$ cat config.mk
export PLATFORM = sky130hd
export DESIGN_NAME = pc_fetch
export DESIGN_NICKNAME = d
export VERILOG_FILES = /design/src/rtl/pc_fetch_pkg.sv /design/src/rtl/pc_fetch_jump_lut.sv /design/src/rtl/pc_fetch.sv
export SDC_FILE = /design/constraint.sdc
export NUM_CORES = 1
export LEC_CHECK = 0
export ABC_AREA = 1
export BUFFER_PORTS_ARGS = -buffer_cell sky130_fd_sc_hd__clkbuf_2
export CORE_AREA = 2 2 64 73
export DETAILED_ROUTE_END_ITERATION = 12
export DIE_AREA = 0 0 66 75
export PLACE_DENSITY_LB_ADDON = 0.08
export SLEW_MARGIN = 20
export SYNTH_ARGS = -nofsm -noshare
export SYNTH_HDL_FRONTEND = slang
export SYNTH_SLANG_ARGS = --single-unit
$ cat constraint.sdc
create_clock -name clk -period 2.15 [get_ports clk]
set_input_delay 0.43 -clock clk [delete_from_list [all_inputs] [get_ports clk]]
set_output_delay 0.43 -clock clk [all_outputs]
set_load 0.02 [all_outputs]
$ cat src/rtl/pc_fetch_pkg.sv
// Shared types and constants for the program-counter fetch unit.
// It holds the FSM state encoding and the 32-entry jump-target table.
package pc_fetch_pkg;

  localparam int PC_W_DEF = 10;
  localparam int JT_W     = 8;
  localparam int JT_DEPTH = 32;
  localparam int JPTR_W   = 5;
  localparam int CNT_W    = 16;

  typedef enum logic [1:0] {
    ST_IDLE = 2'd0,
    ST_RUN  = 2'd1,
    ST_DONE = 2'd2
  } state_t;

  typedef logic [JT_W-1:0] jt_entry_t;

  // Jump targets. Entries above the program's last address end the program.
  localparam jt_entry_t JT [JT_DEPTH] = '{
    8'd1,   8'd4,   8'd6,   8'd0,   8'd3,   8'd9,   8'd7,   8'd2,
    8'd5,   8'd12,  8'd1,   8'd3,   8'd200, 8'd6,   8'd0,   8'd7,
    8'd2,   8'd4,   8'd8,   8'd5,   8'd1,   8'd255, 8'd6,   8'd3,
    8'd0,   8'd7,   8'd2,   8'd5,   8'd16,  8'd4,   8'd6,   8'd1
  };

endpackage

$ cat src/rtl/pc_fetch_jump_lut.sv
// Combinational jump-target lookup: decoder jump index to a PC-wide target.
// Table entries are zero-extended to the program-counter width.
module jump_lut
  import pc_fetch_pkg::*;
#(
  parameter int PC_W = PC_W_DEF
) (
  input  logic [JPTR_W-1:0] jptr,
  output logic [PC_W-1:0]   target
);

  always_comb begin
    target = PC_W'(JT[jptr]);
  end

endmodule

$ cat src/rtl/pc_fetch.sv
// Program-counter sequencer: IDLE/RUN/DONE control, zero-bubble jumps through
// the jump table, stall hold and a saturating run-cycle counter.
module pc_fetch
  import pc_fetch_pkg::*;
#(
  parameter int              PC_W      = PC_W_DEF,
  parameter logic [PC_W-1:0] LAST_ADDR = PC_W'(1023)
) (
  input  logic              clk,
  input  logic              rst_n,
  input  logic              start,
  input  logic              stall,
  input  logic              jump,
  input  logic [JPTR_W-1:0] jptr,
  output logic [PC_W-1:0]   prog_ctr,
  output logic              busy,
  output logic              done,
  output logic [CNT_W-1:0]  cyc_cnt
);

  state_t           state;
  state_t           state_nxt;
  logic [PC_W-1:0]  pc_nxt;
  logic [PC_W-1:0]  jmp_tgt;
  logic [CNT_W-1:0] cnt_nxt;
  logic             jmp_oob;

  function automatic logic [CNT_W-1:0] sat_inc(input logic [CNT_W-1:0] v);
    return (v == {CNT_W{1'b1}}) ? v : v + 1'b1;
  endfunction

  jump_lut #(
    .PC_W(PC_W)
  ) u_jump_lut (
    .jptr  (jptr),
    .target(jmp_tgt)
  );

  assign jmp_oob = (jmp_tgt > LAST_ADDR);

  always_ff @(posedge clk or negedge rst_n) begin
    if (!rst_n) begin
      state    <= ST_IDLE;
      prog_ctr <= '0;
      cyc_cnt  <= '0;
    end else begin
      state    <= state_nxt;
      prog_ctr <= pc_nxt;
      cyc_cnt  <= cnt_nxt;
    end
  end

  always_comb begin
    state_nxt = state;
    pc_nxt    = prog_ctr;
    cnt_nxt   = cyc_cnt;
    unique case (state)
      ST_IDLE: begin
        pc_nxt = '0;
        if (start) begin
          state_nxt = ST_RUN;
          cnt_nxt   = '0;
        end
      end
      ST_RUN: begin
        // Stalled cycles still count; only the PC and control decisions freeze.
        cnt_nxt = sat_inc(cyc_cnt);
        if (!stall) begin
          if (jump) begin
            if (jmp_oob) state_nxt = ST_DONE;
            else         pc_nxt    = jmp_tgt;
          end else if (prog_ctr == LAST_ADDR) begin
            state_nxt = ST_DONE;
          end else begin
            pc_nxt = prog_ctr + 1'b1;
          end
        end
      end
      ST_DONE: begin
        if (start) begin
          state_nxt = ST_RUN;
          pc_nxt    = '0;
          cnt_nxt   = '0;
        end
      end
      default: begin
        state_nxt = ST_IDLE;
        pc_nxt    = '0;
        cnt_nxt   = '0;
      end
    endcase
  end

  assign busy = (state == ST_RUN);
  assign done = (state == ST_DONE);

endmodule

---- Yosys cells after proc, flatten, opt, wreduce, memory -nomap -nowiden ----
Memories as Yosys holds them, arrays and structs flattened.
Cells that the tools add are included.
storage, ports and cells
  memories ................................ 1
  register bits after elaboration ......... 28
  ROM bits ................................ 256
memories
  memory            depth  width  read ports  clocked after Yosys merged registers in  wr ports  line                     text
  (name not given)  32     8      1           0                                        0         pc_fetch_jump_lut.sv:13  target = PC_W'(JT[jptr]);
cells by class
  muxes and demuxes ....................... 17
  reductions and logical operators ........ 5
  $lt $le $gt $ge ......................... 2
  bitwise gates (word level) .............. 1
  equal/unequal tests ..................... 12
  $add $sub $neg .......................... 2
operator list
  kind                                                  number
  two-way mux 10 bit                                    5
  two-way mux 16 bit                                    2
  one-hot mux 16 bit (2 select lines)                   1
  one-hot mux 10 bit (2 select lines)                   1
  adder 16 x 1 -> 16 bit (second input constant)        1
  equality test 16 bit (second input constant)          1
  two-way mux 8 bit                                     2
  adder 10 x 1 -> 10 bit (second input constant)        1
  equality test 10 bit (second input constant)          1
  > comparator 8 x 10 -> 1 bit (second input constant)  1
  two-way mux 2 bit                                     5
  AND reduction 4 bit                                   2
  >= comparator 6 bit (second input constant)           1
  != test 2 bit (second input constant)                 3
  != test 3 x 2 -> 1 bit (second input constant)        2
  != test 3 bit (second input constant)                 2
  inverter 5 -> 6 bit                                   1
  one-hot mux 2 bit (2 select lines)                    1
  equality test 2 x 1 -> 1 bit (second input constant)  1
  equality test 2 bit (second input constant)           1
  logical NOT 2 bit                                     1
  != test 2 x 1 -> 1 bit (second input constant)        1
  AND reduction 2 bit                                   1
  OR reduction 2 bit                                    1

---- Depth between registers and ports, before layout ----
Gate-level depths: netlist of run 1.
  depth in word-level cells ............... 9
  mapped depth ............................ 11

---- By module ----
A second synthesis of run 1 with hierarchy kept.
second synthesis, totals
  cells, all modules ...................... 352
  area total of the unflattened synthesis .. 2235.9 µm²
by module, submodules not included
  module    cells each  times used  area each (µm²)  seq. area each (µm²)
  pc_fetch  274         1           1841.8           700.7
  jump_lut  78          1           394.1            0.0

---- Worst setup path after synthesis of run 1 ----
OpenSTA, ideal clock, no wires.
  kind .................................... reg-to-reg
  start point ............................. register prog_ctr[0]
  end point ............................... register prog_ctr[1]
  arrival time ............................ 1.509 ns
  cell stages (with the launch flop) ...... 9
  library setup time ...................... 0.113 ns
  path slack .............................. 0.528 ns
  cell sequence ........................... dfrtp_1 > ha_1 > nand2_1 > nor2_4 > nand4_4 > o21ai_4 > nand2_2 > nand2_1 > inv_1
between the ends
  longest elaborated chain between the ends .. 5
ends and longest elaborated chain
  element                              line            text
  start: declaration                   pc_fetch.sv:15  output logic [PC_W-1:0] prog_ctr,
  start signal: assignment             pc_fetch.sv:48  prog_ctr <= pc_nxt;
  adder 10 x 1 -> 10 bit               pc_fetch.sv:75  pc_nxt = prog_ctr + 1'b1;
  two-way mux 10 bit                   pc_fetch.sv:72  end else if (prog_ctr == LAST_ADDR) begin
  two-way mux 10 bit                   pc_fetch.sv:69  if (jump) begin
  two-way mux 10 bit                   pc_fetch.sv:68  if (!stall) begin
  one-hot mux 10 bit (2 select lines)  pc_fetch.sv:57  unique case (state)
Several ways; a longest one is shown, not always the timed one. The select of a mux whose other input is x is not followed.
A chain may end at the register's enable or synchronous reset.

---- Worst setup path in the final report of run 1 ----
  start point ............................. register state[0]
  end point ............................... output busy
between the ends
  longest elaborated chain between the ends .. 1
ends and longest elaborated chain
  element                       line            text
  start: declaration            pc_fetch.sv:21  state_t state;
  start signal: assignment      pc_fetch.sv:47  state <= state_nxt;
  equality test 2 x 1 -> 1 bit  pc_fetch.sv:94  assign busy = (state == ST_RUN);
  end: declaration              pc_fetch.sv:16  output logic busy,
No other way between the ends.

==> summary.txt, run 1 <==
Worst setup path
  • Worst R2R End: cyc_cnt[15]
  • Crit path cell chain: nand2_4 -> inv_2 -> buf_4 -> clkbuf_2
  • Max incr delay on CP: 0.47 ns
  • Worst setup startpoint: state[0]
  • R2R setup slack: 0.33 ns
  • R2R cell count: 6
  • Crit-path max FO: 19
  • Crit path DAT: 1.41 ns
  • Slowest cell on crit path: dfrtp_1
  • Top delay family on crit path: buffers and inverters
  • FF-to-FF Start: cyc_cnt[0]
  • Worst setup path class: reg -> out
  • Buffers and inverters on the worst path: 3
  • CP startpoint kind: flip-flop
  • Critical Path RT: 1.72 ns
  • Worst setup EP type: output port

Global route
  • Initial antenna violation count: 0
  • Vias in the first global route: 2017
  • GRT Overall Usage: 22.8%
  • Remaining Overflow, GRT: 0
  • First-pass GRT wire length: 8800 um
  • Pin count of the biggest net entering global routing: 29

Timing
  • Skew final: 0.0131 ns
  • Setup_tns: 0 ns
  • Worst relative slew slack: 53.2%
  • Worst slew pin tran: 0.702 ns
  • RSZ-0062 raised after global routing: no
  • Max-slew violations: 0
  • Highest Clock Rate: 544 MHz
  • Setup Viol. Count Final: 0
  • Min Clock Period, post-route: 1.84 ns
  • Fin crit share: 85.4%
  • Min Hold Slack: 0.179 ns
  • Final hold vios: 0

Final layout
  • Share of post-route cells with drive strength above 1: 17.4%
  • Diode count: 0
  • Filler instances: 421
  • Final Util: 60.6%
  • Syn-to-layout area delta: 13.2%
  • Fin nets: 399

Detailed routing
  • Vias post-DR: 2204
  • Wire per inst: 11.9 um
  • DRC: 0
  • Detailed Routing Iterations Pass 1: 5
  • Remaining antenna violation count after routing: 0
  • DRT iter0 DRCs: 179
  • WL final: 5160 um
  • Vias per inst: 5.09

Power
  • Max VDD drop: 0.509 mV
  • Pint: 1.13 mW
  • Lkg Pwr: 1.31 nW
  • Net Switching: 0.806 mW
  • Net Sw Frac: 41.6%
  • Pwr dens: 763 mW/mm^2
  • Clock power share: 21.7%
  • Logic pwr share: 38.4%
  • Reg power frac: 39.9%
  • Total chip power: 1.94 mW

Synth
  • Most frequent cell after synthesis: nand2_1
  • Area leader, netlist: dfrtp_1
  • Syn Std Cell Area: 0.00224 mm^2
  • Synth cell count leaders: 123 x nand2_1, 44 x nand3_1, 36 x inv_1
  • Netlist cell types: 28
  • Register area share after synthesis: 31.2%
  • Synth Instances: 342
  • Post-Syn Area per Cell: 6.56 um^2
  • Main synth FF type: dfrtp_1
  • Post-synth EDFFs: 0
  • Synth area leaders: dfrtp_1 31%, nand2_1 21%, nand3_1 9.8%, inv_1 6.0%, ha_1 5.0%
  • Top-area cell type share of the netlist area: 31.2%
  • Seq cells post-synth: 28
  • Ys Warns: 0
  • Syn_nets: 361
  • Async SR Flop Fraction: 100%

Floorplan
  • Die H: 75 um
  • Die X: 66 um
  • Total core area: 0.00419 mm^2
  • FP Rows: 25
  • Initial Util: 53.6%
  • DIE AREA: 0.00495 mm^2
  • I/O pins: 38

Placed design
  • Detailed placement HPWL: 4020 um
  • Buffers on Ports: 37
  • Final RePlAce weighted congestion: 0.856

Clocking
  • Reg clk slew, reported paths: 0.11 ns
  • CTS sink cnt: 28
  • H-tree levels: 1
  • CTS tree: done
  • Clk_lat worst skew: 0.28 ns
  • Clk root buf: clkbuf_8
  • CTS Buf Count: 3
  • Clock Path Buffers: 2

Status
  • Status: complete, no violations

Worst hold path
  • Min-delay worst type: in -> async

Job
  • Max cap viols: 0
cells in the final DEF (no fill, tap or decap), drive strengths merged:
cell and instances:
nand2 126, nand3 46, clkbuf 40, inv 39, nor2 33, o21ai 30
dfrtp 28, ha 9, nand4 7, a21oi 6, xor2 4, nand3b 3
o21bai 2, buf 2, o22ai 1, or2 1, clkinv 1, bufinv 1
metrics by stage:
step	worst slack [ns]	cell area [um^2]	std cells
6_report	0.313	2540	433
5_1_grt	0.0705	2540	433
4_1_cts	0.0785	2540	433
3_5_place_dp	0.0940	2470	429
3_3_place_gp	0.178	2470	429
2_1_floorplan	0.528	2240	342
per-layer routing:
metal | wire length, um | vias to the layer above | global-route usage, %
li1 | - | 1171 | -
met1 | 2290 | 994 | 26.9
met2 | 2690 | 37 | 44.3
met3 | 151 | 2 | 2.09
met4 | 28 | 0 | 5.44
met5 | 0 | - | 0
logic make-up (layout without fill, tap and decap cells):
kind of cell	Yosys count	in the layout	share of synthesized area (%)
AO/OA/AOI/OAI	39	39	10.4
XOR/XNOR	4	4	1.56
adder cells (fa/ha/maj)	9	9	5.02
buffers and inverters	46	83	8.70
flip-flops	28	28	31.2
AND/OR/NAND/NOR	216	216	43.1
cell type report:
type	instances	area, um^2	share of cell area, %
clock buffers	3	41.3	1.62
clock inverters	1	30.0	1.18
inverters	40	150	5.91
multi-input cells	268	1350	53.2
flip-flops and latches	28	701	27.6
well taps	54	67.6	2.66
repair buffers	39	200	7.88
registers in the layout (all words and copies together) (netlist names):
register	flops
cyc_cnt	16
prog_ctr	10
state	2
how the worst max path moves through the flow:
| stage | end | slack (ns) | depth (start not counted) |
|---|---|---|---|
| finish | busy | 0.31 | 4 |
| global route | cyc_cnt[15] | 0.07 | 6 |
| CTS | cyc_cnt[4] | 0.08 | 7 |
| detailed placement | cyc_cnt[4] | 0.09 | 7 |
| global placement | cyc_cnt[6] | 0.18 | 7 |
| floorplan | prog_ctr[1] | 0.53 | 8 |
power groups by stage:
stage	clock network [mW]	registers, mW	logic (mW)
floorplan	0	0.881	0.418
global placement	0	0.778	0.746
detailed placement	0	0.785	0.752
CTS	0.427	0.774	0.755
global route	0.448	0.798	0.852
finish	0.421	0.774	0.745
timing repair:
item / in CTS / in global routing
buffers inserted: 0 / 0
endpoints found under the hold margin: 0 / 0
gates resized for setup: 0 / 1
endpoints found under the setup margin: 0 / 6
hold buffers: 0 / 0
(Power assumes the default switching activity.)
==> run 2: changes to the inputs <==
Settings changed: CELL_PAD_IN_SITES_DETAIL_PLACEMENT set to 0, CELL_PAD_IN_SITES_GLOBAL_PLACEMENT set to 1, CORE_AREA 2 2 64 73 to 5 5 75 84, DIE_AREA 0 0 66 75 to 0 0 80 89, PLACE_DENSITY set to 0.87, PLACE_DENSITY_LB_ADDON 0.08 to not set.
==> summary.txt, run 2 (synthesis gave the netlist of run 1 again) <==
Clocking
  • Reg clk slew, reported paths: 0.10 ns (about the same)
  • Clk_lat worst skew: 0.28 ns (about the same)
  • CTS Buf Count: 3 (unchanged)
  • Clk root buf: clkbuf_8
  • CTS sink cnt: 28 (unchanged)
  • CTS tree: done
  • Post-CTS Hold Fix Bufs: 0 (unchanged)
  • H-tree levels: 1 (unchanged)
  • Clock Path Buffers: 2 (unchanged)

Timing
  • Setup_tns: 0 ns (unchanged)
  • Worst relative slew slack: 51.5% (-1.7 points)
  • Final hold vios: 0 (unchanged)
  • Highest Clock Rate: 540 MHz (-0.89%)
  • Skew final: 0.00576 ns (-0.00734 ns)
  • Min Clock Period, post-route: 1.85 ns (+0.0165 ns)
  • RSZ-0062 raised after global routing: no
  • Fin crit share: 86.2% (+0.77 points)
  • Worst slew pin tran: 0.728 ns (+0.0258 ns)
  • Setup Viol. Count Final: 0 (unchanged)
  • Max-slew violations: 0 (unchanged)

Power
  • Net Sw Frac: 43.4% (+1.8 points)
  • Reg power frac: 41.9% (+2.0 points)
  • Total chip power: 1.85 mW (-4.9%)
  • Max VDD drop: 0.411 mV (-19%)
  • Logic pwr share: 40.0% (+1.6 points)
  • Net Switching: 0.800 mW (-0.72%)
  • Lkg Pwr: 1.30 nW (-0.94%)
  • Pwr dens: 725 mW/mm^2 (-5.0%)
  • Clock power share: 18.1% (-3.6 points)
  • Pint: 1.04 mW (-7.8%)

Floorplan
  • Die H: 89 um (+19%)
  • I/O pins: 38 (unchanged)
  • FP Rows: 28 (+12%)
  • Initial Util: 42.2% (-11 points)
  • Die X: 80 um (+21%)
  • Total core area: 0.00533 mm^2 (+27%)
  • DIE AREA: 0.00712 mm^2 (+44%)

Global route
  • First-pass GRT wire length: 9010 um (+2.4%)
  • Pin count of the biggest net entering global routing: 29 (unchanged)
  • Remaining Overflow, GRT: 0 (unchanged)
  • Initial antenna violation count: 0 (unchanged)
  • GRT Overall Usage: 15.8% (-7.0 points)
  • Vias in the first global route: 2008 (-0.45%)

Final layout
  • Number of flip-flops in the largest register: 16 (unchanged)
  • Share of post-route cells with drive strength above 1: 17.2% (-0.22 points)
  • Biggest regs: cyc_cnt x16, prog_ctr x10, state x2
  • Diode count: 0 (unchanged)
  • Filler instances: 591 (+40%)
  • Syn-to-layout area delta: 13.3% (about the same)
  • Register with the most flip-flops: cyc_cnt
  • Commonest non-fill, non-tap cell in the layout: nand2_1
  • Final Util: 47.8% (-13 points)
  • Most frequent cells in the layout: 123 x nand2_1, 44 x nand3_1, 37 x clkbuf_2
  • Fin nets: 398 (-0.25%)

Placed design
  • Final RePlAce weighted congestion: 0.819 (-4.4%)
  • Buffers on Ports: 37 (unchanged)
  • Detailed placement HPWL: 4200 um (+4.3%)

Job
  • Max cap viols: 0 (unchanged)

Worst setup path
  • Worst R2R End: cyc_cnt[15]
  • R2R setup slack: 0.34 ns (about the same)
  • CP startpoint kind: flip-flop
  • Worst setup EP type: output port
  • Critical Path End: busy
  • R2R cell count: 6 (unchanged)
  • Worst setup path class: reg -> out
  • Worst setup startpoint: state[0]
  • Critical Path RT: 1.72 ns (about the same)
  • Crit path DAT: 1.42 ns (about the same)
  • Crit-path max FO: 19 (unchanged)
  • FF-to-FF Start: cyc_cnt[0]

Detailed routing
  • WL final: 5350 um (+3.7%)
  • DRC: 0 (unchanged)
  • DRT iter0 DRCs: 114 (-36%)
  • Detailed Routing Iterations Pass 1: 4 (-1)
  • Remaining antenna violation count after routing: 0 (unchanged)
  • Wire per inst: 11.8 um (-0.86%)
  • Vias post-DR: 2210 (+0.27%)
  • Vias per inst: 4.88 (-4.2%)

Status
  • Status: complete, no violations

Worst hold path
  • Min-delay worst type: in -> async
-- run 2: per-stage QoR --
stage / hold WS (ns) / cells / cell area (um^2) / setup slack (ns)
after global placement: 0.496 / 449 / 2490 / 0.179
after CTS: 0.214 / 453 / 2540 / 0.0823
after floorplan: 0.134 / 342 / 2240 / 0.528
final: 0.193 / 453 / 2540 / 0.297
after global routing: 0.244 / 453 / 2540 / 0.128
after detailed placement: 0.500 / 449 / 2490 / 0.104
-- run 2: cell type report --
class | instances | area (um^2) | share of cell area, %
Inverter | 40 | 150 | 5.90
Sequential cell | 28 | 701 | 27.5
Timing Repair Buffer | 38 | 193 | 7.58
Tap cell | 75 | 93.8 | 3.69
Multi-Input combinational cell | 268 | 1350 | 53.1
Clock buffer | 4 | 55.1 | 2.16
-- run 2: power groups by stage --
| stage | Combinational [mW] | Clock (mW) | Sequential, mW |
|---|---|---|---|
| 2_1_floorplan | 0.418 | 0 | 0.881 |
| 3_3_place_gp | 0.748 | 0 | 0.781 |
| 3_5_place_dp | 0.750 | 0 | 0.786 |
| 4_1_cts | 0.753 | 0.346 | 0.775 |
| 5_1_grt | 0.838 | 0.372 | 0.800 |
| 6_report | 0.738 | 0.333 | 0.774 |
-- run 2: worst min path at each step --
stage                         from          end  slack, ns  depth (start not counted)
after global placement    state[1]     state[1]       0.50                          2
after detailed placement  state[1]     state[1]       0.50                          2
final                        rst_n     state[1]       0.19                          1
after floorplan              rst_n   cyc_cnt[0]       0.13                          0
after CTS                    rst_n  cyc_cnt[10]       0.21                          1
after global routing         rst_n     state[1]       0.24                          1
-- run 2: critical path, stage by stage (launching register included) --
cell and delay, ns:
dfrtp_1 0.47, nand2_4 0.14, inv_2 0.08, buf_4 0.24
clkbuf_2 0.21
-- run 2: layer usage --
metal | global-route usage, % | share of wire (%)
met5 | 0 | 0
met4 | 2.76 | 0.43
met3 | 2.72 | 3.3
met2 | 28.6 | 49
met1 | 19.8 | 47
-- run 2: timing repair --
action | CTS | global route
endpoints found under the setup margin | 0 | 6
resized for setup | 0 | 1
hold endpoints to repair | 0 | 0
buffers inserted | 0 | 0
